<file path="src/rtl/blk_pkg.sv">
// Shared types and constants for the block tracker.
// The tracker's optional feature is BLK_TRACKER_LUMA_EN: full 8-bit luma weight instead of a binary vote.
package blk_pkg;

  typedef enum logic {
    WAIT_VS = 1'b0,
    ACTIVE  = 1'b1
  } blk_state_e;

  // Luma level at or above which a pixel votes 1 in binary-weight mode
  localparam logic [7:0] LUMA_THR = 8'd128;

endpackage

</file>
<file path="src/rtl/blk_weight.sv">
// Combinational per-pixel weight: (R + 2G + B) >> 2, or a binary vote against LUMA_THR.
// Define BLK_TRACKER_LUMA_EN to output the luma value itself.
module blk_weight
  import blk_pkg::*;
(
  input  logic [23:0] data_i,
  output logic [7:0]  wd_o
);

  logic [9:0] w_sum;
  logic [7:0] w_luma;

  assign w_sum  = {2'b00, data_i[23:16]} + {1'b0, data_i[15:8], 1'b0} + {2'b00, data_i[7:0]};
  assign w_luma = 8'(w_sum >> 2);

`ifdef BLK_TRACKER_LUMA_EN
  assign wd_o = w_luma;
`else
  assign wd_o = {7'd0, (w_luma >= LUMA_THR)};
`endif

endmodule

</file>
<file path="src/rtl/blk_tracker.sv">
// Tracks block column/row position of incoming pixels and flags block boundaries, one-cycle registered.
// Optional feature macro: BLK_TRACKER_LUMA_EN (luma weight on wd_o instead of binary vote). HBLKS/VBLKS must be >= 2.
module blk_tracker
  import blk_pkg::*;
#(
  parameter int HBLKS = 10,
  parameter int VBLKS = 10,
  parameter int HBLKW = 192,
  parameter int VBLKH = 108
) (
  input  logic                     clk_i,
  input  logic                     rst_ni,
  input  logic                     vs_i,
  input  logic                     de_i,
  input  logic [23:0]              data_i,
  output logic [$clog2(HBLKS)-1:0] ht_o,
  output logic [$clog2(VBLKS)-1:0] vt_o,
  output logic                     vs_o,
  output logic                     h_save_o,
  output logic                     v_save_o,
  output logic                     de_o,
  output logic [7:0]               wd_o
);

  // Column/row counters run one past the last block so overrun is a single compare
  localparam int HCW = $clog2(HBLKS + 1);
  localparam int VCW = $clog2(VBLKS + 1);
  localparam int HOW = $clog2(HBLKS);
  localparam int VOW = $clog2(VBLKS);
  localparam int PW  = (HBLKW > 1) ? $clog2(HBLKW) : 1;
  localparam int LW  = (VBLKH > 1) ? $clog2(VBLKH) : 1;

  localparam logic [HCW-1:0] HT_LIM    = HCW'(HBLKS);
  localparam logic [VCW-1:0] VT_LIM    = VCW'(VBLKS);
  localparam logic [HOW-1:0] HT_MAX    = HOW'(HBLKS - 1);
  localparam logic [VOW-1:0] VT_MAX    = VOW'(VBLKS - 1);
  localparam logic [PW-1:0]  PIX_LAST  = PW'(HBLKW - 1);
  localparam logic [LW-1:0]  LINE_LAST = LW'(VBLKH - 1);

  blk_state_e r_state, w_state_next;

  logic           r_vs_d, r_de_d;
  logic [PW-1:0]  r_pix, w_pix_next, w_cur_pix;
  logic [HCW-1:0] r_ht, w_ht_next, w_cur_ht;
  logic [LW-1:0]  r_line, w_line_next, w_cur_line;
  logic [VCW-1:0] r_vt, w_vt_next, w_cur_vt;

  logic [HOW-1:0] r_ht_o, w_ht_o_next;
  logic [VOW-1:0] r_vt_o, w_vt_o_next;
  logic           r_vs_o, w_vs_o_next;
  logic           r_h_save, w_h_save_next;
  logic           r_v_save, w_v_save_next;
  logic           r_de_o, w_de_o_next;
  logic [7:0]     r_wd, w_wd_next;

  logic           w_vs_rise, w_de_fall, w_live, w_valid;
  logic [7:0]     w_weight;

  blk_weight u_weight (
    .data_i (data_i),
    .wd_o   (w_weight)
  );

  assign w_vs_rise = vs_i & ~r_vs_d;
  assign w_de_fall = ~de_i & r_de_d;
  assign w_live    = (r_state == ACTIVE) | w_vs_rise;

  // A vs edge zeroes the counters before the same cycle's pixel is placed
  assign w_cur_pix  = w_vs_rise ? '0 : r_pix;
  assign w_cur_ht   = w_vs_rise ? '0 : r_ht;
  assign w_cur_line = w_vs_rise ? '0 : r_line;
  assign w_cur_vt   = w_vs_rise ? '0 : r_vt;
  assign w_valid    = (w_cur_ht < HT_LIM) && (w_cur_vt < VT_LIM);

  always_ff @(posedge clk_i or negedge rst_ni) begin
    if (!rst_ni) begin
      r_state <= WAIT_VS;
    end else begin
      r_state <= w_state_next;
    end
  end

  always_comb begin
    w_state_next  = r_state;
    w_pix_next    = w_cur_pix;
    w_ht_next     = w_cur_ht;
    w_line_next   = w_cur_line;
    w_vt_next     = w_cur_vt;
    w_ht_o_next   = (w_cur_ht >= HT_LIM) ? HT_MAX : w_cur_ht[HOW-1:0];
    w_vt_o_next   = (w_cur_vt >= VT_LIM) ? VT_MAX : w_cur_vt[VOW-1:0];
    w_vs_o_next   = 1'b0;
    w_h_save_next = 1'b0;
    w_v_save_next = 1'b0;
    w_de_o_next   = 1'b0;
    w_wd_next     = 8'd0;

    if (w_vs_rise) begin
      w_state_next = ACTIVE;
      w_vs_o_next  = 1'b1;
    end

    if (w_live && de_i) begin
      w_de_o_next   = w_valid;
      w_wd_next     = w_valid ? w_weight : 8'd0;
      w_h_save_next = w_valid && (w_cur_pix == PIX_LAST);
      if (w_cur_pix == PIX_LAST) begin
        w_pix_next = '0;
        if (w_cur_ht < HT_LIM) begin
          w_ht_next = w_cur_ht + 1'b1;
        end
      end else begin
        w_pix_next = w_cur_pix + 1'b1;
      end
    end else if (w_live && w_de_fall && !w_vs_rise) begin
      // End of line: the row counter only moves after v_save_o has shown the finished row
      w_pix_next = '0;
      w_ht_next  = '0;
      if (w_cur_line == LINE_LAST) begin
        w_line_next   = '0;
        w_v_save_next = (w_cur_vt < VT_LIM);
        if (w_cur_vt < VT_LIM) begin
          w_vt_next = w_cur_vt + 1'b1;
        end
      end else begin
        w_line_next = w_cur_line + 1'b1;
      end
    end
  end

  always_ff @(posedge clk_i or negedge rst_ni) begin
    if (!rst_ni) begin
      r_vs_d   <= 1'b0;
      r_de_d   <= 1'b0;
      r_pix    <= '0;
      r_ht     <= '0;
      r_line   <= '0;
      r_vt     <= '0;
      r_ht_o   <= '0;
      r_vt_o   <= '0;
      r_vs_o   <= 1'b0;
      r_h_save <= 1'b0;
      r_v_save <= 1'b0;
      r_de_o   <= 1'b0;
      r_wd     <= 8'd0;
    end else begin
      r_vs_d   <= vs_i;
      r_de_d   <= de_i;
      r_pix    <= w_pix_next;
      r_ht     <= w_ht_next;
      r_line   <= w_line_next;
      r_vt     <= w_vt_next;
      r_ht_o   <= w_ht_o_next;
      r_vt_o   <= w_vt_o_next;
      r_vs_o   <= w_vs_o_next;
      r_h_save <= w_h_save_next;
      r_v_save <= w_v_save_next;
      r_de_o   <= w_de_o_next;
      r_wd     <= w_wd_next;
    end
  end

  assign ht_o     = r_ht_o;
  assign vt_o     = r_vt_o;
  assign vs_o     = r_vs_o;
  assign h_save_o = r_h_save;
  assign v_save_o = r_v_save;
  assign de_o     = r_de_o;
  assign wd_o     = r_wd;

endmodule
</file>
<file path="config.mk">
export PLATFORM = sky130hd
export DESIGN_NAME = blk_tracker
export DESIGN_NICKNAME = d
export VERILOG_FILES = /design/src/rtl/blk_pkg.sv /design/src/rtl/blk_weight.sv /design/src/rtl/blk_tracker.sv
export SDC_FILE = /design/constraint.sdc
export NUM_CORES = 1
export LEC_CHECK = 0
export CAP_MARGIN = 20
export CORE_MARGIN = 8
export CORE_UTILIZATION = 57
export CTS_BUF_LIST = sky130_fd_sc_hd__clkbuf_2
export CTS_CLUSTER_DIAMETER = 60
export DETAILED_ROUTE_END_ITERATION = 6
export PLACE_DENSITY = 0.95
export SLEW_MARGIN = 10
export SYNTH_ARGS = -nofsm -noshare
export SYNTH_HDL_FRONTEND = slang
export SYNTH_SLANG_ARGS = --single-unit
export TNS_END_PERCENT = 30
</file>
<file path="constraint.sdc">
create_clock -name clk_i -period 3.7 [get_ports clk_i]
set_input_delay 0.925 -clock clk_i [delete_from_list [all_inputs] [get_ports clk_i]]
set_output_delay 0.925 -clock clk_i [all_outputs]
set_load 0.01 [all_outputs]
</file>
==> insert_results.sql, run 1 <==
INSERT INTO impl_metrics (metric_group, metric, value, unit) VALUES
('outcome', 'outcome', 'finished, final reports clean', ''),
('finish', 'finish.net_count', '303', ''),
('routing', 'vias', '1725', ''),
('global_route', 'global_route.usage.total', '0.1572', ''),
('finish', 'drive_gt1_frac', '0.08203', ''),
('timing', 'slew_headroom', '0.4539', ''),
('floorplan', 'floorplan.rows', '22', ''),
('setup_path', 'critical_path.endpoint_type', 'register', ''),
('synthesis', 'yosysWarningCount', '0', ''),
('setup_path', 'critical_path_required', '3990', 'ps'),
('routing', 'ant_nets', '0', ''),
('cts', 'cts.root.buffer_cell', 'sky130_fd_sc_hd__clkbuf_2', ''),
('routing', 'wirelength', '4593', 'um'),
('cts', 'ctsResizeCount', '0', ''),
('job', 'maxCapViolCount', '0', ''),
('setup_path', 'critPathMaxStageDelay', '520', 'ps'),
('min_path', 'holdCritStartpoint', 'r_ht[3]$_DFF_PN0_', ''),
('placement', 'dp_slack', '477.2', 'ps'),
('timing', 'fmax', '351.9', 'MHz'),
('floorplan', 'io-pin-count', '48', ''),
('timing', 'finalClockSkew', '17.90', 'ps'),
('placement', 'dpl_cell_area', '0.002615', 'mm^2'),
('power_and_ir_drop', 'finalPower', '0.7544', 'mW'),
('synthesis', 'post_synthesis_cells', '215', ''),
('routing', 'drt-vias-per-instance', '5.674', ''),
('synthesis', 'synth_area', '0.002230', 'mm^2'),
('floorplan', 'dieHeight', '78.55', 'um'),
('finish', 'final_core_util', '0.7138', ''),
('timing', 'totalNegativeSetupSlack', '0', 'ps'),
('global_route', 'grt_first_pass_wirelength', '7983', 'um'),
('setup_path', 'cpMostUsedCell', 'sky130_fd_sc_hd__fa_1', ''),
('setup_path', 'cp_top_family', 'compound AO/OA/AOI/OAI gates', ''),
('cts', 'h-tree-depth', '2', ''),
('floorplan', 'die_x', '78.55', 'um'),
('synthesis', 'seq_area_frac_synth', '0.4377', ''),
('global_route', 'overflow', '0', ''),
('timing', 'finalWorstSetupSlack', '858.2', 'ps'),
('cts', 'clock-sinks', '39', ''),
('cts', 'clk_pin_slew_worst_paths', '190', 'ps'),
('setup_path', 'timing.setup.critical_path_class', 'in -> reg', ''),
('synthesis', 'yosys.cell_types.count', '51', ''),
('synthesis', 'synth_flop_cell', 'sky130_fd_sc_hd__dfrtp_1', ''),
('min_path', 'min-delay-path-class', 'reg -> reg', ''),
('power_and_ir_drop', 'vdd_ir_drop_max', '0.0002221', 'V'),
('setup_path', 'path_depth', '10', ''),
('finish', 'fin_cells', '304', ''),
('floorplan', 'initial_utilization', '0.6000', ''),
('power_and_ir_drop', 'static-leakage-power', '1.209', 'nW'),
('setup_path', 'reg_to_reg_critical_path_endpoint', 'r_pix[7]$_DFF_PN0_', ''),
('timing', 'rsz0062_at_grt', 'no', ''),
('min_path', 'hold_path_end', 'ht_o[1]$_DFF_PN0_', ''),
('timing', 'worstMarginPinSlew', '819.2', 'ps'),
('routing', 'detailedRoute.firstIterationViolations', '103', ''),
('routing', 'drt_first_pass_iters', '4', ''),
('cts', 'post_cts.repair.setup_buffers', '0', ''),
('finish', 'insertedDiodeCount', '0', ''),
('routing', 'detailed_route_drc_error_count', '0', ''),
('setup_path', 'crit_start', 'data_i[1]', ''),
('cts', 'clk_path_buf_depth', '2', ''),
('timing', 'final_period_demand_of_the_worst_path', '2842', 'ps'),
('global_route', 'initial_antenna_violation_count', '0', ''),
('cts', 'tritoncts', 'done', ''),
('placement', 'dpl.cell_count', '296', ''),
('floorplan', 'core_area', '0.003716', 'mm^2'),
('placement', 'portBuffers', '40', ''),
('finish', 'finish.instance_area', '0.002653', 'mm^2'),
('finish', 'nFillCells', '275', ''),
('setup_path', 'crit_buf_inv', '2', ''),
('synthesis', 'async_reset_ff_frac', '1.000', ''),
('setup_path', 'critical_path_arrival', '3130', 'ps'),
('setup_path', 'cp_cell_sequence', 'clkdlybuf4s50_1 -> inv_1 -> fa_1 -> nand3b_1 -> fa_1 -> nor2b_1 -> o211ai_1 -> a21oi_1 -> a2111oi_0 -> nor2_1', '');
==> state kept, by name, summed over array words and instances, names as in the netlist <==
register,count
vt_o,4
r_vt,4
wd_o,1
vs_o,1
v_save_o,1
r_state,1
h_save_o,1
r_pix,8
ht_o,4
de_o,1
r_ht,4
r_de_d,1
r_line,7
r_vs_d,1
==> synth_stat cells, types with 2 or more instances <==
master | count | area (um^2)
sky130_fd_sc_hd__o211ai_1 | 5 | 37.54
sky130_fd_sc_hd__clkbuf_1 | 2 | 7.510
sky130_fd_sc_hd__a31oi_1 | 3 | 18.77
sky130_fd_sc_hd__and2_1 | 9 | 56.30
sky130_fd_sc_hd__a41oi_1 | 3 | 26.28
sky130_fd_sc_hd__o31ai_1 | 2 | 15.01
sky130_fd_sc_hd__o21ai_0 | 6 | 30.03
sky130_fd_sc_hd__inv_2 | 2 | 7.510
sky130_fd_sc_hd__nand2_1 | 21 | 78.83
sky130_fd_sc_hd__buf_2 | 2 | 10.01
sky130_fd_sc_hd__nor3b_1 | 2 | 15.01
sky130_fd_sc_hd__nand3b_1 | 2 | 15.01
sky130_fd_sc_hd__fa_1 | 8 | 160.2
sky130_fd_sc_hd__a21oi_1 | 12 | 60.06
sky130_fd_sc_hd__nor2b_1 | 4 | 25.02
sky130_fd_sc_hd__dfrtp_1 | 39 | 975.9
sky130_fd_sc_hd__buf_4 | 7 | 52.55
sky130_fd_sc_hd__buf_6 | 2 | 22.52
sky130_fd_sc_hd__mux2_2 | 2 | 22.52
sky130_fd_sc_hd__nand2b_1 | 3 | 18.77
sky130_fd_sc_hd__ha_1 | 12 | 150.1
sky130_fd_sc_hd__or3_1 | 2 | 12.51
sky130_fd_sc_hd__nand4_1 | 4 | 25.02
sky130_fd_sc_hd__inv_1 | 10 | 37.54
sky130_fd_sc_hd__nor2_1 | 16 | 60.06
sky130_fd_sc_hd__nor3_1 | 3 | 15.01
sky130_fd_sc_hd__nand3_1 | 8 | 40.04
==> metal layers <==
| metal | vias to the layer above | routed length [um] | GRT usage |
|---|---|---|---|
| li1 | 826 | - | - |
| met1 | 847 | 1825 | 0.1707 |
| met2 | 42 | 2427 | 0.2833 |
| met3 | 10 | 235 | 0.04214 |
| met4 | 0 | 105 | 0.06111 |
| met5 | - | 0 | 0 |
==> worst max-delay path by stage <==
| stage | endpoint |
|---|---|
| finish | wd_o[0]$_DFF_PN0_ |
| CTS | wd_o[0]$_DFF_PN0_ |
| global route | wd_o[0]$_DFF_PN0_ |
| global placement | wd_o[0]$_DFF_PN0_ |
| floorplan | r_vt[2]$_DFF_PN0_ |
| detailed placement | wd_o[0]$_DFF_PN0_ |
==> area by class of cell <==
class,instances,area share
Multi-Input combinational cell,157,0.4292
Sequential cell,39,0.3679
Timing Repair Buffer,40,0.1491
Tap cell,48,0.02264
Inverter,12,0.01698
Clock buffer,6,0.01132
Clock inverter,2,0.002830
==> report_power, final <==
group	switching [mW]	leakage (nW)	internal, mW	total, mW
combinational	0.0684	0.655	0.0641	0.132
clock	0.131	0.0281	0.0455	0.176
sequential	0.00754	0.526	0.438	0.446
total	0.206	1.21	0.548	0.754
==> kinds of logic after synthesis <==
kind of cell | share of synthesized area
and+or+nand+nor | 0.2205
AOI/OAI and AO/OA | 0.1212
DFF | 0.4377
buffers and inverters | 0.06173
adders and majority gates | 0.1392
xor gates and xnor gates | 0.007858
muxes | 0.01010
other | 0.001682
==> layout by cell type (no fill, tap or decap), drive strengths merged, types with 3 or more instances in the layout <==
cell type and instances:
a21oi 13, a31oi 3, a41oi 3, and2 9, clkbuf 6, clkdlybuf4s50 39
conb 7, dfrtp 39, fa 8, ha 12, inv 12, nand2 22
nand2b 4, nand3 8, nand4 5, nor2 16, nor2b 4, nor3 3
o211ai 5, o21ai 7
Note: power is estimated with default switching activity, not from simulation.
==> run 2: changes to the inputs <==
--- a/config.mk
+++ b/config.mk
@@ -7,11 +7,11 @@
 export LEC_CHECK = 0
 export CAP_MARGIN = 20
 export CORE_MARGIN = 8
-export CORE_UTILIZATION = 57
+export CORE_UTILIZATION = 47
 export CTS_BUF_LIST = sky130_fd_sc_hd__clkbuf_2
 export CTS_CLUSTER_DIAMETER = 60
 export DETAILED_ROUTE_END_ITERATION = 6
-export PLACE_DENSITY = 0.95
+export PLACE_DENSITY = 0.89
 export SLEW_MARGIN = 10
 export SYNTH_ARGS = -nofsm -noshare
 export SYNTH_HDL_FRONTEND = slang
==> constraint.sdc (replaced) <==
create_clock -name clk_i -period 2.3 [get_ports clk_i]
set_input_delay 0.575 -clock clk_i [delete_from_list [all_inputs] [get_ports clk_i]]
set_output_delay 0.575 -clock clk_i [all_outputs]
set_load 0.01 [all_outputs]
==> insert_results.sql, run 2 (same netlist as run 1, synthesis figures left out) <==
INSERT INTO impl_metrics (metric_group, metric, value, unit) VALUES
('setup_path', 'critical_path.endpoint_type', 'register', ''),
('global_route', 'grt_pass1_vias', '1917', ''),
('cts', 'clk_pin_slew_worst_paths', '190', 'ps'),
('floorplan', 'floorplan.rows', '25', ''),
('floorplan', 'die_x', '84.88', 'um'),
('global_route', 'global_route.usage.total', '0.1428', ''),
('finish', 'top_regs', 'r_pix x8, r_line x7', ''),
('routing', 'drt-vias-per-instance', '5.466', ''),
('placement', 'dp_slack', '-503.1', 'ps'),
('timing', 'count_of_final_hold_check_violations', '0', ''),
('timing', 'totalNegativeSetupSlack', '0', 'ps'),
('routing', 'vias', '1853', ''),
('routing', 'wirelength', '5081', 'um'),
('timing', 'fmax', '447.3', 'MHz'),
('setup_path', 'critical_path_arrival', '2530', 'ps'),
('setup_path', 'cp-start-kind', 'input port', ''),
('setup_path', 'crit_buf_inv', '1', ''),
('finish', 'insertedDiodeCount', '0', ''),
('cts', 'insertion_delay', '400', 'ps'),
('power_and_ir_drop', 'vdd_ir_drop_max', '0.0003252', 'V'),
('setup_path', 'cp_cell_sequence', 'clkdlybuf4s50_1 -> fa_1 -> ha_1 -> nor2b_1 -> o211ai_1 -> a21oi_2 -> a2111oi_2 -> nor2_1', ''),
('finish', 'final_core_util', '0.6271', ''),
('cts', 'tritoncts', 'done', ''),
('global_route', 'grt_first_pass_wirelength', '8307', 'um'),
('setup_path', 'critPathMaxStageDelay', '430', 'ps'),
('cts', 'h-tree-depth', '2', ''),
('setup_path', 'cp_top_family', 'adder cells', ''),
('timing', 'finalClockSkew', '19.98', 'ps'),
('power_and_ir_drop', 'power_per_cell_area', '434.2', 'mW/mm^2'),
('finish', 'flow.area_growth_from_synthesis', '31.09', '%'),
('finish', 'finish.net_count', '332', ''),
('timing', 'rsz0062_at_grt', 'no', ''),
('routing', 'detailed_route_drc_error_count', '0', ''),
('timing', 'setup_viol', '0', ''),
('finish', 'max_reg_flops', '8', ''),
('cts', 'cts_buffers', '5', ''),
('placement', 'gp_congestion', '0.8426', ''),
('routing', 'ant_nets', '0', ''),
('timing', 'final_period_demand_of_the_worst_path', '2236', 'ps'),
('setup_path', 'critical_path_required', '2590', 'ps'),
('setup_path', 'timing.critical_path.fanout_max', '1', ''),
('floorplan', 'core_area', '0.004661', 'mm^2'),
('floorplan', 'die_area', '0.007204', 'mm^2'),
('global_route', 'overflow', '0', ''),
('cts', 'post_cts.repair.setup_buffers', '0', ''),
('routing', 'avgRoutedWirePerCell', '14.99', 'um'),
('floorplan', 'io-pin-count', '48', ''),
('setup_path', 'timing.setup.critical_path_class', 'in -> reg', ''),
('global_route', 'grt_start_max_net_pins', '40', ''),
('finish', 'top_register', 'r_pix', ''),
('finish', 'layout.cells.most_common_list', 'sky130_fd_sc_hd__dfrtp_1, sky130_fd_sc_hd__clkdlybuf4s50_1, sky130_fd_sc_hd__buf_4', ''),
('cts', 'clk_path_buf_depth', '2', ''),
('finish', 'mostFrequentLayoutCell', 'sky130_fd_sc_hd__dfrtp_1', ''),
('timing', 'finalWorstSetupSlack', '64.49', 'ps'),
('placement', 'portBuffers', '40', ''),
('cts', 'clock-sinks', '39', ''),
('min_path', 'min-delay-path-class', 'in -> async', ''),
('job', 'maxCapViolCount', '0', ''),
('setup_path', 'worst_path_max_delay_cell', 'sky130_fd_sc_hd__clkdlybuf4s50_1', ''),
('floorplan', 'initial_utilization', '0.4784', ''),
('timing', 'final_max_slew_viol_count', '0', ''),
('cts', 'cts.root.buffer_cell', 'sky130_fd_sc_hd__clkbuf_2', ''),
('outcome', 'outcome', 'finished, final reports clean', ''),
('global_route', 'initial_antenna_violation_count', '0', ''),
('power_and_ir_drop', 'static-leakage-power', '1.422', 'nW'),
('finish', 'drive_gt1_frac', '0.2000', ''),
('timing', 'fin_crit_sh', '0.9720', ''),
('routing', 'detailedRoute.firstIterationViolations', '107', ''),
('floorplan', 'dieHeight', '84.88', 'um'),
('routing', 'drt_first_pass_iters', '5', ''),
('placement', 'place.detailed.hpwl', '3937', 'um');
-- run 2: report_power, final --
part / switching (mW) / internal [mW]
Combinational: 0.122 / 0.127
Sequential: 0.0124 / 0.705
Clock: 0.219 / 0.0830
-- run 2: final cells by class --
type                    count  area, um^2
clock buffers               7       35.03
clock inverters             1       5.005
fillers                   365        1738
inverters                  12       45.04
multi-input cells         157        1151
flip-flops and latches     39       975.9
well taps                  54       67.56
repair buffers             69       643.1
-- run 2: final timing paths --
check | from | endpoint | slack (ps) | cells past startpoint
worst min-delay path | rst_ni | r_line[2]$_DFF_PN0_ | 180 | 2
max in group asynchronous | rst_ni | v_save_o$_DFF_PN0_ | 1770 | 2
worst max register to register | r_vs_d$_DFF_PN0_ | r_vt[2]$_DFF_PN0_ | 390 | 9
min in group clk_i | r_ht[3]$_DFF_PN0_ | ht_o[1]$_DFF_PN0_ | 500 | 1
worst max-delay path | data_i[9] | wd_o[0]$_DFF_PN0_ | 60 | 8
worst min register to register | r_ht[3]$_DFF_PN0_ | ht_o[1]$_DFF_PN0_ | 500 | 1
-- run 2: worst register-to-register path, stage by stage, from the launching register on --
cell                       delay, ps
sky130_fd_sc_hd__dfrtp_1         370
sky130_fd_sc_hd__nand2b_4        170
sky130_fd_sc_hd__and2_1          180
sky130_fd_sc_hd__ha_1            200
sky130_fd_sc_hd__nand4b_1        170
sky130_fd_sc_hd__nor4_4          300
sky130_fd_sc_hd__nand2_2         120
sky130_fd_sc_hd__inv_2            80
sky130_fd_sc_hd__nand2_1          60
sky130_fd_sc_hd__xor2_1          200
-- run 2: what timing repair did --
item	4_1_cts	5_1_grt
setup endpoints to repair	1	1
gates resized for setup	2	11
pin swaps	1	8
endpoints found under the hold margin	0	0
gates cloned	0	0
hold buffers	0	0
-- run 2: layer usage --
| metal | up-vias | routed length (um) | global-route usage |
|---|---|---|---|
| li1 | 880 | - | - |
| met1 | 911 | 2038 | 0.1527 |
| met2 | 49 | 2700 | 0.2598 |
| met3 | 13 | 240 | 0.03861 |
| met4 | 0 | 101 | 0.05663 |
| met5 | - | 0 | 0 |
-- run 2: stage by stage --
stage | power, mW | hold WS (ps) | std cells | instance area [um^2]
final | 1.269 | 181.8 | 339 | 2923
after global routing | 1.329 | 228.2 | 339 | 2923
after CTS | 1.274 | 206.9 | 339 | 2899
after detailed placement | 0.9715 | 480.7 | 331 | 2853
after global placement | 0.9594 | 461.2 | 331 | 2853
after floorplan | 0.8542 | 279.4 | 221 | 2252
